[src/rtl/cptra_apb_init_pkg.sv]
// Shared types and defaults for the Caliptra APB initiator.
//   state_e : FSM states (IDLE/SETUP/ACCESS/RESP)
//   rsp_t   : captured response payload {rdata, slverr, timeout, latency}
//   tmr_width() : timeout counter width, $clog2(limit+1) with a floor of 1
package cptra_apb_init_pkg;

  localparam int unsigned DEF_ADDR_WIDTH     = 32;
  localparam int unsigned DEF_DATA_WIDTH     = 32;
  localparam int unsigned DEF_TIMEOUT_CYCLES = 1024;
  localparam int unsigned LAT_W              = 16;

  localparam logic [LAT_W-1:0] LAT_MAX = '1;

  typedef enum logic [1:0] {
    ST_IDLE   = 2'd0,
    ST_SETUP  = 2'd1,
    ST_ACCESS = 2'd2,
    ST_RESP   = 2'd3
  } state_e;

  // rdata is sized to the default bus width; wider DATA_WIDTH values are truncated.
  typedef struct packed {
    logic [DEF_DATA_WIDTH-1:0] rdata;
    logic                      slverr;
    logic                      timeout;
    logic [LAT_W-1:0]          latency;
  } rsp_t;

  function automatic int unsigned tmr_width(input int unsigned limit);
    int unsigned w;
    w = $clog2(limit + 1);
    return (w < 1) ? 1 : w;
  endfunction

endpackage

[src/rtl/cptra_apb_init_timer.sv]
// ACCESS-phase timer: timeout limit detect plus saturating latency count.
//   clk, rst_n     : clock, async active-low reset
//   i_clr          : clear both counters (asserted while in SETUP)
//   i_en           : count one wait cycle (ACCESS with PREADY low)
//   o_limit_c      : timeout counter sits at TIMEOUT_CYCLES-1 (never when disabled)
//   o_lat_next_c   : latency value to report if the transfer ends this cycle
module cptra_apb_init_timer
  import cptra_apb_init_pkg::*;
#(
  parameter int unsigned TIMEOUT_CYCLES = DEF_TIMEOUT_CYCLES
) (
  input  logic             clk,
  input  logic             rst_n,
  input  logic             i_clr,
  input  logic             i_en,
  output logic             o_limit_c,
  output logic [LAT_W-1:0] o_lat_next_c
);

  localparam int unsigned      TMR_W    = tmr_width(TIMEOUT_CYCLES);
  localparam bit               TMO_EN   = (TIMEOUT_CYCLES != 0);
  localparam logic [TMR_W-1:0] TMR_LAST = TMR_W'(TIMEOUT_CYCLES - 1);

  logic [TMR_W-1:0] r_tmr;
  logic [LAT_W-1:0] r_lat;

  // Both counters stop rather than wrap; the FSM leaves ACCESS at the limit anyway.
  always_ff @(posedge clk or negedge rst_n) begin
    if (!rst_n) begin
      r_tmr <= '0;
      r_lat <= '0;
    end else if (i_clr) begin
      r_tmr <= '0;
      r_lat <= '0;
    end else if (i_en) begin
      if (TMO_EN && (r_tmr != TMR_LAST)) r_tmr <= r_tmr + TMR_W'(1);
      if (r_lat != LAT_MAX)              r_lat <= r_lat + LAT_W'(1);
    end
  end

  assign o_limit_c    = TMO_EN && (r_tmr == TMR_LAST);
  assign o_lat_next_c = (r_lat == LAT_MAX) ? LAT_MAX : (r_lat + LAT_W'(1));

endmodule

[src/rtl/cptra_apb_initiator.sv]
// APB requester for Caliptra's APB responder port (FPGA).
// Single outstanding command: request channel -> SETUP -> ACCESS -> response channel.
//   core_clk, cptra_rst_b        : clock, async active-low reset
//   req_*                        : command channel (req_ready = idle)
//   rsp_*                        : response channel, fields held until rsp_ready
//   busy                         : transfer in flight or response pending
//   PADDR..PSTRB, PRDATA..PSLVERR: APB requester interface
// A bounded ACCESS wait aborts a hung PREADY (debug aid; violates APB on purpose).
module cptra_apb_initiator
  import cptra_apb_init_pkg::*;
#(
  parameter int unsigned ADDR_WIDTH     = DEF_ADDR_WIDTH,
  parameter int unsigned DATA_WIDTH     = DEF_DATA_WIDTH,
  parameter int unsigned TIMEOUT_CYCLES = DEF_TIMEOUT_CYCLES
) (
  input  logic                    core_clk,
  input  logic                    cptra_rst_b,
  input  logic                    req_valid,
  output logic                    req_ready,
  input  logic                    req_write,
  input  logic [ADDR_WIDTH-1:0]   req_addr,
  input  logic [DATA_WIDTH-1:0]   req_wdata,
  input  logic [2:0]              req_prot,
  output logic                    rsp_valid,
  input  logic                    rsp_ready,
  output logic [DATA_WIDTH-1:0]   rsp_rdata,
  output logic                    rsp_slverr,
  output logic                    rsp_timeout,
  output logic [15:0]             rsp_latency,
  output logic                    busy,
  output logic [ADDR_WIDTH-1:0]   PADDR,
  output logic [2:0]              PPROT,
  output logic                    PSEL,
  output logic                    PENABLE,
  output logic                    PWRITE,
  output logic [DATA_WIDTH-1:0]   PWDATA,
  output logic [DATA_WIDTH/8-1:0] PSTRB,
  input  logic [DATA_WIDTH-1:0]   PRDATA,
  input  logic                    PREADY,
  input  logic                    PSLVERR
);

  localparam int unsigned STRB_W = DATA_WIDTH / 8;

  state_e                  r_state;
  logic [ADDR_WIDTH-1:0]   r_paddr;
  logic [2:0]              r_pprot;
  logic                    r_psel;
  logic                    r_penable;
  logic                    r_pwrite;
  logic [DATA_WIDTH-1:0]   r_pwdata;
  logic [STRB_W-1:0]       r_pstrb;
  logic                    r_rsp_valid;
  rsp_t                    r_rsp;

  logic                    w_tmr_clr;
  logic                    w_tmr_en;
  logic                    w_limit;
  logic [LAT_W-1:0]        w_lat;

  // Counters clear during SETUP so they read zero on the first ACCESS cycle.
  assign w_tmr_clr = (r_state == ST_SETUP);
  assign w_tmr_en  = (r_state == ST_ACCESS) && !PREADY;

  cptra_apb_init_timer #(
    .TIMEOUT_CYCLES (TIMEOUT_CYCLES)
  ) u_timer (
    .clk          (core_clk),
    .rst_n        (cptra_rst_b),
    .i_clr        (w_tmr_clr),
    .i_en         (w_tmr_en),
    .o_limit_c    (w_limit),
    .o_lat_next_c (w_lat)
  );

  // Transfer sequencer with registered APB and response outputs.
  always_ff @(posedge core_clk or negedge cptra_rst_b) begin
    if (!cptra_rst_b) begin
      r_state     <= ST_IDLE;
      r_paddr     <= '0;
      r_pprot     <= '0;
      r_psel      <= 1'b0;
      r_penable   <= 1'b0;
      r_pwrite    <= 1'b0;
      r_pwdata    <= '0;
      r_pstrb     <= '0;
      r_rsp_valid <= 1'b0;
      r_rsp       <= '0;
    end else begin
      unique case (r_state)
        ST_IDLE: begin
          if (req_valid) begin
            r_paddr  <= req_addr;
            r_pprot  <= req_prot;
            r_pwrite <= req_write;
            r_pwdata <= req_wdata;
            r_psel   <= 1'b1;
            r_pstrb  <= '1;
            r_state  <= ST_SETUP;
          end
        end
        ST_SETUP: begin
          r_penable <= 1'b1;
          r_state   <= ST_ACCESS;
        end
        ST_ACCESS: begin
          // PREADY takes priority over a coincident timeout.
          if (PREADY) begin
            r_rsp.rdata   <= r_pwrite ? '0 : DEF_DATA_WIDTH'(PRDATA);
            r_rsp.slverr  <= PSLVERR;
            r_rsp.timeout <= 1'b0;
            r_rsp.latency <= w_lat;
            r_rsp_valid   <= 1'b1;
            r_psel        <= 1'b0;
            r_penable     <= 1'b0;
            r_pstrb       <= '0;
            r_state       <= ST_RESP;
          end else if (w_limit) begin
            r_rsp.rdata   <= '0;
            r_rsp.slverr  <= 1'b1;
            r_rsp.timeout <= 1'b1;
            r_rsp.latency <= w_lat;
            r_rsp_valid   <= 1'b1;
            r_psel        <= 1'b0;
            r_penable     <= 1'b0;
            r_pstrb       <= '0;
            r_state       <= ST_RESP;
          end
        end
        ST_RESP: begin
          if (rsp_ready) begin
            r_rsp_valid <= 1'b0;
            r_state     <= ST_IDLE;
          end
        end
      endcase
    end
  end

  assign req_ready   = (r_state == ST_IDLE);
  assign busy        = (r_state != ST_IDLE);

  assign PADDR       = r_paddr;
  assign PPROT       = r_pprot;
  assign PSEL        = r_psel;
  assign PENABLE     = r_penable;
  assign PWRITE      = r_pwrite;
  assign PWDATA      = r_pwdata;
  assign PSTRB       = r_pstrb;

  assign rsp_valid   = r_rsp_valid;
  assign rsp_rdata   = DATA_WIDTH'(r_rsp.rdata);
  assign rsp_slverr  = r_rsp.slverr;
  assign rsp_timeout = r_rsp.timeout;
  assign rsp_latency = r_rsp.latency;

endmodule
[config.mk]
export PLATFORM = sky130hd
export DESIGN_NAME = cptra_apb_initiator
export DESIGN_NICKNAME = d
export VERILOG_FILES = /design/src/rtl/cptra_apb_init_pkg.sv /design/src/rtl/cptra_apb_init_timer.sv /design/src/rtl/cptra_apb_initiator.sv
export SDC_FILE = /design/constraint.sdc
export NUM_CORES = 1
export LEC_CHECK = 0
export BUFFER_PORTS_ARGS = -buffer_cell sky130_fd_sc_hd__buf_4
export CORE_MARGIN = 3
export CORE_UTILIZATION = 40
export DETAILED_ROUTE_END_ITERATION = 12
export HOLD_SLACK_MARGIN = 0.02
export PLACE_DENSITY = 0.72
export SLEW_MARGIN = 20
export SYNTH_ARGS = -nofsm -noshare
export SYNTH_HDL_FRONTEND = slang
export SYNTH_HIERARCHICAL = 1
export SYNTH_SLANG_ARGS = --single-unit
[constraint.sdc]
create_clock -name core_clk -period 4.1 [get_ports core_clk]
set_input_delay 1.23 -clock core_clk [delete_from_list [all_inputs] [get_ports core_clk]]
set_output_delay 1.23 -clock core_clk [all_outputs]
set_load 0.02 [all_outputs]
==> results.json <==
{
  "status": "finished clean",
  "antenna_found_initial": 1,
  "drive_above_1_share": 0.462,
  "avgSynthCellArea_um2": 11.8,
  "whs_ns": 0.489,
  "synth_common_cells": "dfrtp_1 (150), nand2_1 (90), mux2_2 (77)",
  "track_usage": 0.183,
  "diodes": 0,
  "core.rowCount": 45,
  "p_leak_uw": 0.00436,
  "cp-start-kind": "flop",
  "dpl_cell_area_um2": 8350,
  "cp_max_fo": 22,
  "fin_crit_ns": 2.82,
  "peakVddDrop_v": 0.000329,
  "clock_path_buffers": 2,
  "overflow": 0,
  "cts_resized": 0,
  "vias_per_cell": 4.97,
  "area_growth_pct": 38.9,
  "core_area_um2": 15500,
  "slew_headroom": 0.356,
  "drv_cap": 0,
  "layout.nets": 889,
  "drt-total-wl_mm": 16.2,
  "grt_pass1_wl_mm": 26.4,
  "slew_violations": 0,
  "finalCritPeriodShare": 0.688,
  "ys_ff_latch": 150,
  "post-route-worst-setup-slack_ns": 1.28,
  "grt_pass1_vias": 5166,
  "synth_cell_types": 44,
  "dp_worst_setup_slack_ns": 1.07,
  "io_pins": 233,
  "insertion_delay_ns": 0.41,
  "syn_inst": 551,
  "hold_violations": 0,
  "finClkSkew_ns": 0.00732,
  "setup-tns-final_ns": 0,
  "htree_levels": 4,
  "die_height_um": 133,
  "yosysWarnings": 6,
  "power_density_nw_per_um2": 753,
  "crit_arrival_ns": 3.10,
  "seq_area_frac_synth": 0.579,
  "rsz0062_at_grt": "false",
  "firstDrtPassIters": 4,
  "hold_buffers": 0,
  "final.fill_count": 1315,
  "synth-async-reset-ratio": 1.00,
  "dp_hpwl_mm": 11.9,
  "hold_path.class": "flop to flop",
  "numCtsBuffers": 17,
  "worstMarginPinSlew_ns": 0.953,
  "synth-edff-count": 0,
  "reg2reg_slack_ns": 1.28,
  "multi_input_area_um2": 2500,
  "synth_largest_area_cell": "dfrtp_1",
  "gp_congestion": 0.773,
  "syn-cell-area_um2": 6480,
  "worstSetupEndpointType": "flop",
  "cts_sinks": 150,
  "yosys_most_used_dff": "dfrtp_1",
  "drc_errors": 0,
  "cts.clk_slew.worst_paths_ns": 0.06,
  "postRouteAntennaNets": 0,
  "seqCellArea_um2": 3750,
  "start_util": 0.417,
  "die_x_um": 133,
  "crit_type": "flop to flop",
  "die_area_um2": 17800,
  "post_cts_buffers": 0,
  "portBuffers": 232,
  "cts_root_buffer": "clkbuf_16",
  "final_cell_area_um2": 9000,
  "synthTopCellsByArea": "dfrtp_1 (58%), mux2_2 (13%), nand2_1 (5.2%)",
  "synth.top_cell.area_share": 0.579,
  "cp_data_required_time_ns": 4.38,
  "route.vias.total": 4972,
  "setup_viol": 0,
  "routedWlPerCell_um": 16.1,
  "fmax_mhz": 354,
  "first_iter_violations": 228,
  "cts_tree": "yes",
  "grt_start_max_net_pins": 104,
  "synth_nets": 663,
  "synth_most_common_cell": "dfrtp_1"
}
power breakdown:
group | leakage [µW] | switching [µW] | internal (µW) | total, µW
Sequential | 0.00191 | 344 | 2050 | 2390
Clock | 0.000273 | 602 | 910 | 1510
Combinational | 0.00218 | 1550 | 1330 | 2870
Total | 0.00436 | 2490 | 4290 | 6780
logic make-up after synthesis:
family                     share of synthesized area
muxes                                          0.158
AOI/OAI and AO/OA                             0.0633
and+or+nand+nor                                0.120
buffers and inverters                         0.0382
DFF                                            0.579
adders and majority gates                     0.0116
xor gates and xnor gates                      0.0297
routing by layer:
layer / wire length [µm] / GRT usage
met5: 9 / 0
met4: 274 / 0.0611
met3: 1190 / 0.0544
met2: 8370 / 0.319
met1: 6330 / 0.217
metrics by stage:
| step | total power (µW) | cells | util |
|---|---|---|---|
| final | 6780 | 1001 | 0.579 |
| after global routing | 7170 | 1001 | 0.579 |
| after CTS | 6830 | 998 | 0.574 |
| after detailed placement | 5300 | 966 | 0.537 |
| after global placement | 5180 | 966 | 0.537 |
| after floorplan | 4020 | 551 | - |
cell usage in the layout (no fill, tap or decap), types with 2 or more instances in the layout:
cell        instances
and4_1              4
clkinvlp_4          4
nand2_1            89
buf_4             236
inv_1              10
clkinv_2            4
o21ai_1             5
a21oi_1            15
mux2_4             10
nor2_1             21
mux2_2             77
ha_1                6
clkbuf_1            2
xnor2_1            15
nor4_1              2
nand2b_1            2
o211ai_1            3
buf_16              2
inv_6               2
o21ai_0            37
a311oi_1            2
xor2_1              7
nor2b_1             6
dfrtp_1           150
clkbuf_16          17
or3_1               5
bufinv_16           2
and3_1              5
nand4_1             6
o21a_1              2
nor3_1              8
nand3_1            12
flip-flops by register name (all words and copies together) (netlist names):
register,count
u_timer/r_lat,16
PWRITE,1
PENABLE,1
rsp_valid,1
rsp_rdata,32
r_state,2
PSTRB,1
PWDATA,32
u_timer/r_tmr,11
rsp_timeout,1
PADDR,32
PPROT,3
rsp_latency,16
rsp_slverr,1
final timing paths:
| check | from | cells after the start | endpoint |
|---|---|---|---|
| max reg2reg | u_timer/r_tmr[0]$_DFFE_PN0P_ | 9 | PENABLE$_DFFE_PN0P_ |
| min reg2reg | rsp_rdata[30]$_DFFE_PN0P_ | 2 | rsp_rdata[30]$_DFFE_PN0P_ |
| max in group asynchronous | cptra_rst_b | 3 | u_timer/r_lat[3]$_DFFE_PN0P_ |
| min in group asynchronous | cptra_rst_b | 1 | rsp_latency[13]$_DFFE_PN0P_ |
| max | u_timer/r_tmr[0]$_DFFE_PN0P_ | 9 | PENABLE$_DFFE_PN0P_ |
| min | rsp_rdata[30]$_DFFE_PN0P_ | 2 | rsp_rdata[30]$_DFFE_PN0P_ |
cell type report:
cell class	instances	area share
well taps	211	0.0293
multi-input cells	357	0.278
clock inverters	12	0.0142
clock buffers	20	0.0496
flip-flops and latches	150	0.417
inverters	10	0.00417
repair buffers	241	0.208
critical path, stage by stage (launching register included):
cell and delay [ns]:
dfrtp_1 0.38, ha_1 0.20, nand2_1 0.07, or2_2 0.32, nor4b_1 0.83, o21ai_4 0.28, buf_16 0.26, buf_4 0.19
nand2_1 0.08, o21ai_0 0.07
(Power assumes the default switching activity.)
